[config.mk]
export PLATFORM = sky130hd
export DESIGN_NAME = load_store_queue
export DESIGN_NICKNAME = d
export VERILOG_FILES = /design/src/rtl/lsq_pkg.sv /design/src/rtl/lsq_load_ext.sv /design/src/rtl/load_store_queue.sv
export SDC_FILE = /design/constraint.sdc
export NUM_CORES = 2
export LEC_CHECK = 0
export BUFFER_PORTS_ARGS = -buffer_cell sky130_fd_sc_hd__buf_2
export CAP_MARGIN = 5
export CORE_MARGIN = 4
export CORE_UTILIZATION = 62
export DETAILED_ROUTE_END_ITERATION = 7
export PLACE_DENSITY = 0.8
export SYNTH_ARGS = -nofsm -noshare
export SYNTH_HDL_FRONTEND = slang
export SYNTH_SLANG_ARGS = --single-unit
[constraint.sdc]
create_clock -name clk_in -period 12.4 [get_ports clk_in]
set_input_delay 1.86 -clock clk_in [delete_from_list [all_inputs] [get_ports clk_in]]
set_output_delay 1.86 -clock clk_in [all_outputs]
set_load 0.01 [all_outputs]
[src/rtl/lsq_pkg.sv]
// Shared encodings for the load/store queue: funct3 load/store codes,
// memory access sizes and the memory-side FSM states.
package lsq_pkg;

   localparam logic [2:0] F3_B  = 3'd0;
   localparam logic [2:0] F3_H  = 3'd1;
   localparam logic [2:0] F3_W  = 3'd2;
   localparam logic [2:0] F3_BU = 3'd4;
   localparam logic [2:0] F3_HU = 3'd5;

   localparam logic [1:0] SIZE_B = 2'd0;
   localparam logic [1:0] SIZE_H = 2'd1;
   localparam logic [1:0] SIZE_W = 2'd2;

   typedef enum logic [0:0] {
      LSQ_IDLE = 1'b0,
      LSQ_WAIT = 1'b1
   } lsq_state_e;

endpackage

[src/rtl/lsq_load_ext.sv]
// Selects the addressed byte/half of an aligned memory word and sign- or
// zero-extends it according to the load funct3.
module lsq_load_ext
   import lsq_pkg::*;
#(
   parameter int XLEN = 32
) (
   input  logic [2:0]      funct3,
   input  logic [1:0]      offset,
   input  logic [XLEN-1:0] word,
   output logic [XLEN-1:0] value
);

   logic [XLEN-1:0] byte_shift_s;
   logic [XLEN-1:0] half_shift_s;
   logic [7:0]      byte_s;
   logic [15:0]     half_s;

   // Lane select and extension
   always_comb begin
      byte_shift_s = word >> {offset, 3'b000};
      half_shift_s = word >> {offset[1], 4'b0000};
      byte_s       = byte_shift_s[7:0];
      half_s       = half_shift_s[15:0];
      case (funct3)
         F3_B:    value = {{(XLEN-8){byte_s[7]}}, byte_s};
         F3_H:    value = {{(XLEN-16){half_s[15]}}, half_s};
         F3_BU:   value = {{(XLEN-8){1'b0}}, byte_s};
         F3_HU:   value = {{(XLEN-16){1'b0}}, half_s};
         F3_W:    value = word;
         default: value = word;
      endcase
   end

endmodule

[src/rtl/load_store_queue.sv]
// In-order load/store queue: CAM-updated circular buffer that issues one
// memory operation at a time from the head; stores wait for ROB commit.
module load_store_queue
   import lsq_pkg::*;
#(
   parameter int DEPTH = 16,
   parameter int ROB_W = 5,
   parameter int XLEN  = 32
) (
   input  logic             clk_in,
   input  logic             rst_in,
   input  logic             rdy_in,
   input  logic             _clear,
   input  logic             _ls_ready,
   input  logic [3:0]       _ls_type,
   input  logic [ROB_W-1:0] _ls_rob_id,
   output logic             _ls_full,
   input  logic             _lsb_rs_ready,
   input  logic [ROB_W-1:0] _lsb_rs_rob_id,
   input  logic [XLEN-1:0]  _lsb_rs_st_value,
   input  logic             _lsb_alu_ready,
   input  logic [ROB_W-1:0] _alu_rob_id,
   input  logic [XLEN-1:0]  _alu_value,
   input  logic             _rob_commit_ready,
   input  logic [ROB_W-1:0] _rob_commit_id,
   output logic             _mem_req,
   output logic             _r_nw_in,
   output logic [XLEN-1:0]  _addr,
   output logic [XLEN-1:0]  _data_in,
   output logic [1:0]       _mem_size,
   input  logic             _mem_done,
   input  logic [XLEN-1:0]  _data_out,
   output logic             _lsb_cdb_ready,
   output logic [ROB_W-1:0] _lsb_cdb_rob_id,
   output logic [XLEN-1:0]  _lsb_cdb_value
);

   localparam int PTR_W = $clog2(DEPTH);
   localparam int CNT_W = PTR_W + 1;

   logic [DEPTH-1:0] valid_r, is_store_r, addr_rdy_r, data_rdy_r, committed_r;
   logic [2:0]       funct3_r [DEPTH];
   logic [ROB_W-1:0] rob_id_r [DEPTH];
   logic [XLEN-1:0]  addr_r   [DEPTH];
   logic [XLEN-1:0]  data_r   [DEPTH];

   logic [PTR_W-1:0] head_r, tail_r;
   logic [CNT_W-1:0] count_r;
   lsq_state_e       state_r, state_nx_s;
   logic             killed_r;

   logic             mem_req_r, r_nw_r, cdb_ready_r;
   logic [XLEN-1:0]  mem_addr_r, mem_data_r, cdb_value_r;
   logic [1:0]       mem_size_r;
   logic [ROB_W-1:0] cdb_rob_r;

   logic [DEPTH-1:0] addr_hit_s, data_hit_s, commit_hit_s;
   logic [DEPTH-1:0] addr_rdy_upd_s, data_rdy_upd_s, committed_upd_s;
   logic [DEPTH-1:0] head_oh_s, tail_oh_s, pop_mask_s, push_mask_s, valid_nx_s;
   logic [XLEN-1:0]  head_addr_s, head_data_s, ext_value_s;
   logic [CNT_W-1:0] keep_cnt_s, count_nx_s;
   logic [PTR_W-1:0] head_nx_s, tail_nx_s;
   logic             issue_s, done_s, pop_s, push_s, cdb_fire_s, killed_nx_s;

   assign _ls_full        = (count_r == CNT_W'(DEPTH));
   assign _mem_req        = mem_req_r;
   assign _r_nw_in        = r_nw_r;
   assign _addr           = mem_addr_r;
   assign _data_in        = mem_data_r;
   assign _mem_size       = mem_size_r;
   assign _lsb_cdb_ready  = cdb_ready_r;
   assign _lsb_cdb_rob_id = cdb_rob_r;
   assign _lsb_cdb_value  = cdb_value_r;

   // CAM match of the three result ports against every live entry
   always_comb begin
      addr_hit_s   = '0;
      data_hit_s   = '0;
      commit_hit_s = '0;
      for (int i = 0; i < DEPTH; i++) begin
         addr_hit_s[i]   = valid_r[i] && _lsb_alu_ready    && (rob_id_r[i] == _alu_rob_id);
         data_hit_s[i]   = valid_r[i] && _lsb_rs_ready     && (rob_id_r[i] == _lsb_rs_rob_id);
         commit_hit_s[i] = valid_r[i] && _rob_commit_ready && (rob_id_r[i] == _rob_commit_id);
      end
      addr_rdy_upd_s  = addr_rdy_r  | addr_hit_s;
      data_rdy_upd_s  = data_rdy_r  | data_hit_s;
      committed_upd_s = committed_r | commit_hit_s;
   end

   // Issue/completion decisions; head fields are forwarded so a same-cycle CAM hit can issue
   always_comb begin
      head_addr_s = addr_hit_s[head_r] ? _alu_value : addr_r[head_r];
      head_data_s = data_hit_s[head_r] ? _lsb_rs_st_value : data_r[head_r];
      issue_s     = (state_r == LSQ_IDLE) && !_clear && valid_r[head_r] && addr_rdy_upd_s[head_r]
                    && (!is_store_r[head_r] || (data_rdy_upd_s[head_r] && committed_upd_s[head_r]));
      done_s      = (state_r == LSQ_WAIT) && _mem_done;
      pop_s       = done_s && !killed_r;
      push_s      = _ls_ready && !_ls_full && !_clear;
      cdb_fire_s  = pop_s && !is_store_r[head_r] && !_clear;
      if (done_s) begin
         killed_nx_s = 1'b0;
      end else if (_clear && (state_r == LSQ_WAIT) && !committed_upd_s[head_r]) begin
         killed_nx_s = 1'b1;
      end else begin
         killed_nx_s = killed_r;
      end
   end

   // Pointer, count and valid-vector update including the flush rebuild
   always_comb begin
      head_oh_s   = {{(DEPTH-1){1'b0}}, 1'b1} << head_r;
      tail_oh_s   = {{(DEPTH-1){1'b0}}, 1'b1} << tail_r;
      pop_mask_s  = pop_s  ? head_oh_s : '0;
      push_mask_s = push_s ? tail_oh_s : '0;
      keep_cnt_s  = '0;
      for (int i = 0; i < DEPTH; i++) begin
         if (valid_r[i] && committed_upd_s[i] && !(pop_s && (PTR_W'(i) == head_r))) begin
            keep_cnt_s = keep_cnt_s + CNT_W'(1);
         end else begin
            keep_cnt_s = keep_cnt_s;
         end
      end
      head_nx_s = head_r + PTR_W'(pop_s);
      if (_clear) begin
         // committed entries are a contiguous run starting at the head
         valid_nx_s = valid_r & ~pop_mask_s & committed_upd_s;
         count_nx_s = keep_cnt_s;
         tail_nx_s  = head_nx_s + keep_cnt_s[PTR_W-1:0];
      end else begin
         valid_nx_s = (valid_r & ~pop_mask_s) | push_mask_s;
         count_nx_s = count_r - CNT_W'(pop_s) + CNT_W'(push_s);
         tail_nx_s  = tail_r + PTR_W'(push_s);
      end
   end

   // Memory handshake FSM next state
   always_comb begin
      state_nx_s = state_r;
      case (state_r)
         LSQ_IDLE: state_nx_s = issue_s ? LSQ_WAIT : LSQ_IDLE;
         LSQ_WAIT: state_nx_s = _mem_done ? LSQ_IDLE : LSQ_WAIT;
         default:  state_nx_s = LSQ_IDLE;
      endcase
   end

   lsq_load_ext #(.XLEN(XLEN)) u_load_ext (
      .funct3 (funct3_r[head_r]),
      .offset (mem_addr_r[1:0]),
      .word   (_data_out),
      .value  (ext_value_s)
   );

   // Entry storage
   always_ff @(posedge clk_in) begin
      if (rst_in) begin
         valid_r     <= '0;
         is_store_r  <= '0;
         addr_rdy_r  <= '0;
         data_rdy_r  <= '0;
         committed_r <= '0;
         for (int i = 0; i < DEPTH; i++) begin
            funct3_r[i] <= 3'd0;
            rob_id_r[i] <= '0;
            addr_r[i]   <= '0;
            data_r[i]   <= '0;
         end
      end else if (rdy_in) begin
         valid_r     <= valid_nx_s;
         addr_rdy_r  <= addr_rdy_upd_s  & ~push_mask_s;
         data_rdy_r  <= data_rdy_upd_s  & ~push_mask_s;
         committed_r <= committed_upd_s & ~push_mask_s;
         for (int i = 0; i < DEPTH; i++) begin
            if (addr_hit_s[i]) addr_r[i] <= _alu_value;
            if (data_hit_s[i]) data_r[i] <= _lsb_rs_st_value;
         end
         if (push_s) begin
            is_store_r[tail_r] <= _ls_type[3];
            funct3_r[tail_r]   <= _ls_type[2:0];
            rob_id_r[tail_r]   <= _ls_rob_id;
         end
      end
   end

   // Queue pointers and FSM state
   always_ff @(posedge clk_in) begin
      if (rst_in) begin
         head_r   <= '0;
         tail_r   <= '0;
         count_r  <= '0;
         state_r  <= LSQ_IDLE;
         killed_r <= 1'b0;
      end else if (rdy_in) begin
         head_r   <= head_nx_s;
         tail_r   <= tail_nx_s;
         count_r  <= count_nx_s;
         state_r  <= state_nx_s;
         killed_r <= killed_nx_s;
      end
   end

   // Registered memory request and CDB outputs
   always_ff @(posedge clk_in) begin
      if (rst_in) begin
         mem_req_r   <= 1'b0;
         r_nw_r      <= 1'b0;
         mem_addr_r  <= '0;
         mem_data_r  <= '0;
         mem_size_r  <= 2'd0;
         cdb_ready_r <= 1'b0;
         cdb_rob_r   <= '0;
         cdb_value_r <= '0;
      end else if (rdy_in) begin
         cdb_ready_r <= cdb_fire_s;
         if (cdb_fire_s) begin
            cdb_rob_r   <= rob_id_r[head_r];
            cdb_value_r <= ext_value_s;
         end
         if (issue_s) begin
            mem_req_r  <= 1'b1;
            r_nw_r     <= !is_store_r[head_r];
            mem_addr_r <= head_addr_s;
            mem_data_r <= head_data_s;
            mem_size_r <= funct3_r[head_r][1:0];
         end else if (done_s) begin
            mem_req_r  <= 1'b0;
         end
      end
   end

endmodule

==> results by group <==
Place
  – Final GP Congestion: 0.9838
  – Port bufs: between 200 and 250
  – Placed instance count: 5745
  – Worst slack at placement: 0.1499 ns
  – Post-DP HPWL: 100.4 mm

Cells and area
  – Finished Core Util: 69.14%
  – Layout Nets: 4748
  – Fill cells: around 6.5k
  – Area growth, synth to finish: 10.54%
  – Most common cell after layout, fill and taps aside: edfxtp_1
  – Commonest cells after routing, fill and taps aside: 1152 x edfxtp_1, 894 x nor2_1, 392 x mux4_2, 235 x xnor2_1, 233 x buf_2
  – Fin cells: 5999
  – Share of cells above drive strength 1: between 20% and 30%

Power and ir drop
  – Leakage: 24.36 nW
  – Switching share of power: between 20 and 25%
  – VDD IR max: 0.0001338 V
  – NetSw: 2.176 mW
  – Combinational share of power: 5.0%
  – Sequential share of power: 53.3%
  – Clock network fraction of total power: 41.7%
  – P_int: between 7 and 8 mW
  – PwrDens: between 100 and 150 nW/um^2

Critical path
  – WP data required: 13.03 ns
  – Max incr delay on CP: 0.47 ns
  – Crit-path most repeated cell: ha_1
  – CP Launch Type: primary input
  – Maximum fanout along the worst path: 9
  – CP max stage cell: o311ai_4
  – Crit path arrival time: 12.05 ns
  – Crit end category: register
  – CP Class: primary input to register
  – Reg2reg path depth: 44

Timing
  – Max Slew Vio Count: 0
  – Max-slew headroom at the worst pin: around an eighth
  – Period minus WS final: ~11 ns
  – Worst setup margin: 0.9776 ns
  – Peak Freq: 0.08755 GHz
  – Fin crit share: 92.12%
  – Final Skew: 0.02586 ns
  – RSZ-0062 raised after global routing: false
  – Post-route setup TNS: 0 ns
  – Worst hold slack: about 0.45 ns
  – Endpoints failing setup: 0
  – Slew of the pin with the lowest slew margin: 1.310 ns
  – Hold Violations, Final: 0

Clock tree
  – CTS Sinks: 1357
  – CTS tree: yes
  – CTS H-tree lvls: 4
  – Num CTS Buffers: ~140
  – Post CTS Setup Buffer Count: 0
  – Clk Latency, worst-skew pair: 0.77 ns
  – Post-CTS sizing: 0
  – Hold_buf cts: 0
  – Max Buffers Root-to-Sink: 3
  – Clock root cell: clkbuf_16
  – Clock-pin slew on the worst setup and hold paths: 0.06 ns

GRT
  – Vias in the first global route: ~40k
  – First-pass GRT wire length: 256.0 mm
  – Largest net degree at the start of global routing: 104
  – GR Util met2: around half
  – Initial antenna violation count: 4
  – Grt total ovfl: 0
  – Met1 Usage GRT: 44.38%
  – Total GRT Usage: 32.44%
  – Gr busiest metal: met2
  – Met3 Usage GRT: 7.503%

Floorplan
  – # rows: 116
  – Die area: 106200 um^2
  – Die Ht: between 300 and 400 um
  – Die span in x: 325.9 um
  – Initial Util: 62.55%
  – Core ar.: ~100000 um^2
  – I/O pin count: 236

Logic synthesis
  – Top FF cell, synth: edfxtp_1
  – Syn nets: ~4.6k
  – #FFs+latches synth: between 1k and 1.5k
  – Register area share after synthesis: between 60% and 70%
  – Syn avg cell area: 13.96 um^2
  – Synth Instances: roughly 4.5k
  – Number of flops mapped to enable cells by yosys: 1152
  – FFs w/ async S/R, synth: 0%
  – Synthesized cell area: 62640 um^2
  – Post-synthesis cell type count: 90
  – Yosys warnings: 0

Drt
  – WL/cell: 28.56 um
  – Initial DRC count: 5751
  – Antenna viol nets, final: 0
  – Drt total wl: 171.3 mm
  – First-pass iteration count of the detailed router: 6
  – # DRC: 0
  – Via density: 6.669
  – Total number of vias: between 40k and 50k

Status
  – Outcome: finished, final reports clean

Run
  – Max Cap Viol: 0

Min path
  – Hold depth: 2
  – Worst hold path class: register to register
[metal layers]
metal	vias to the layer above	share of wire (%)
met5	-	0.012
li1	16760	-
met4	4	4.2
met2	2873	48
met1	19870	36
met3	501	12
[synth_stat cells, types with 5 or more instances]
library cell | n | area (um^2)
a311oi_1 | 12 | 105.1
nor4_1 | 9 | 56.30
a21oi_1 | 84 | 420.4
nor2b_1 | 6 | 37.54
or2_2 | 10 | 62.56
edfxtp_1 | 1152 | 34590
nor2_2 | 5 | 31.28
xnor2_2 | 5 | 81.33
a21o_1 | 19 | 142.6
a22oi_1 | 9 | 67.56
nand2_1 | 109 | 409.1
buf_4 | 5 | 37.54
mux2i_1 | 90 | 900.9
xnor2_1 | 235 | 2058
nand3_1 | 58 | 290.3
and2_1 | 137 | 857.1
inv_1 | 138 | 518.0
o22ai_1 | 11 | 68.82
o21ai_0 | 50 | 250.2
a211oi_1 | 94 | 705.7
nor2_1 | 894 | 3356
nand2b_1 | 101 | 631.9
xor2_1 | 44 | 385.4
nand4_1 | 44 | 275.3
a31oi_1 | 9 | 56.30
nor3_1 | 41 | 205.2
buf_1 | 28 | 105.1
clkbuf_1 | 312 | 1171
a41oi_1 | 6 | 52.55
nor3b_1 | 8 | 60.06
or3_1 | 8 | 50.05
mux4_2 | 392 | 8828
a221oi_1 | 12 | 105.1
buf_2 | 6 | 30.03
o21bai_1 | 5 | 37.54
o211ai_1 | 11 | 82.58
ha_1 | 30 | 375.4
dfxtp_1 | 205 | 4104
[cell families (layout without fill, tap and decap cells)]
| family | count (synthesis) | in the layout | synth area share, % |
|---|---|---|---|
| flops | 1357 | 1357 | 61.77 |
| buf+inv | 495 | 708 | 3.032 |
| simple gates | 1453 | 1453 | 10.48 |
| xor+xnor | 294 | 294 | 4.396 |
| mux | 486 | 486 | 15.60 |
| other cells | 0 | 2 | 0 |
| fa+ha+maj | 32 | 32 | 0.6631 |
| compound gates | 369 | 369 | 4.049 |
[flip-flops by register name (all words and copies together), names as in the netlist, 4 cells and up, named ones only]
register and flops:
addr_r 512, data_r 512, rob_id_r 80, funct3_r 48, _addr 32, _data_in 32
_lsb_cdb_value 32, addr_rdy_r 16, committed_r 16, data_rdy_r 16, is_store_r 16, valid_r 16
_lsb_cdb_rob_id 5, count_r 5, head_r 4, tail_r 4
[stage by stage]
stage | total power [mW] | cell area, um^2
after detailed placement | 5.754 | 64860
after floorplan | 5.557 | 62640
after global placement | 5.730 | 64860
after global routing | 10.00 | 69240
after CTS | 9.749 | 69230
final | 9.737 | 69240
[final timing paths]
check | startpoint | endpoint | slack [ns]
max reg2reg | rob_id_r[1][1] | tail_r[3] | 1.84
max | _rob_commit_id[1] | tail_r[3] | 0.98
min | data_rdy_r[8] | data_rdy_r[8] | 0.45
min reg2reg | data_rdy_r[8] | data_rdy_r[8] | 0.45
[power groups by stage]
stage	Clock (mW)	Combinational, mW	Sequential (mW)
after floorplan	0	0.304	5.25
after global placement	0	0.463	5.27
after detailed placement	0	0.472	5.28
after CTS	4.08	0.476	5.19
after global routing	4.29	0.510	5.20
final	4.06	0.483	5.19
[layout make-up]
class / count / area, um^2 / area share, %
clock buffer: 187 / 3774 / 5.450
timing repair buffer: 314 / 1794 / 2.591
antenna: 2 / 5.005 / 0.007228
tap: 1298 / 1624 / 2.345
inverter: 142 / 533.0 / 0.7698
sequential: 1357 / 38720 / 55.91
multi-input combinational: 2634 / 22210 / 32.07
clock inverter: 65 / 589.3 / 0.8511
[worst max-delay path, delay by kind of cell]
| family | cells | cell delay [ns] |
|---|---|---|
| muxes | 3 | 0.53 |
| buffers and inverters | 1 | 0.30 |
| and+or+nand+nor | 9 | 1.79 |
| adders and majority gates | 8 | 2.85 |
| xor gates and xnor gates | 8 | 1.35 |
| AOI/OAI and AO/OA | 16 | 3.37 |
(Power assumes the default switching activity.)
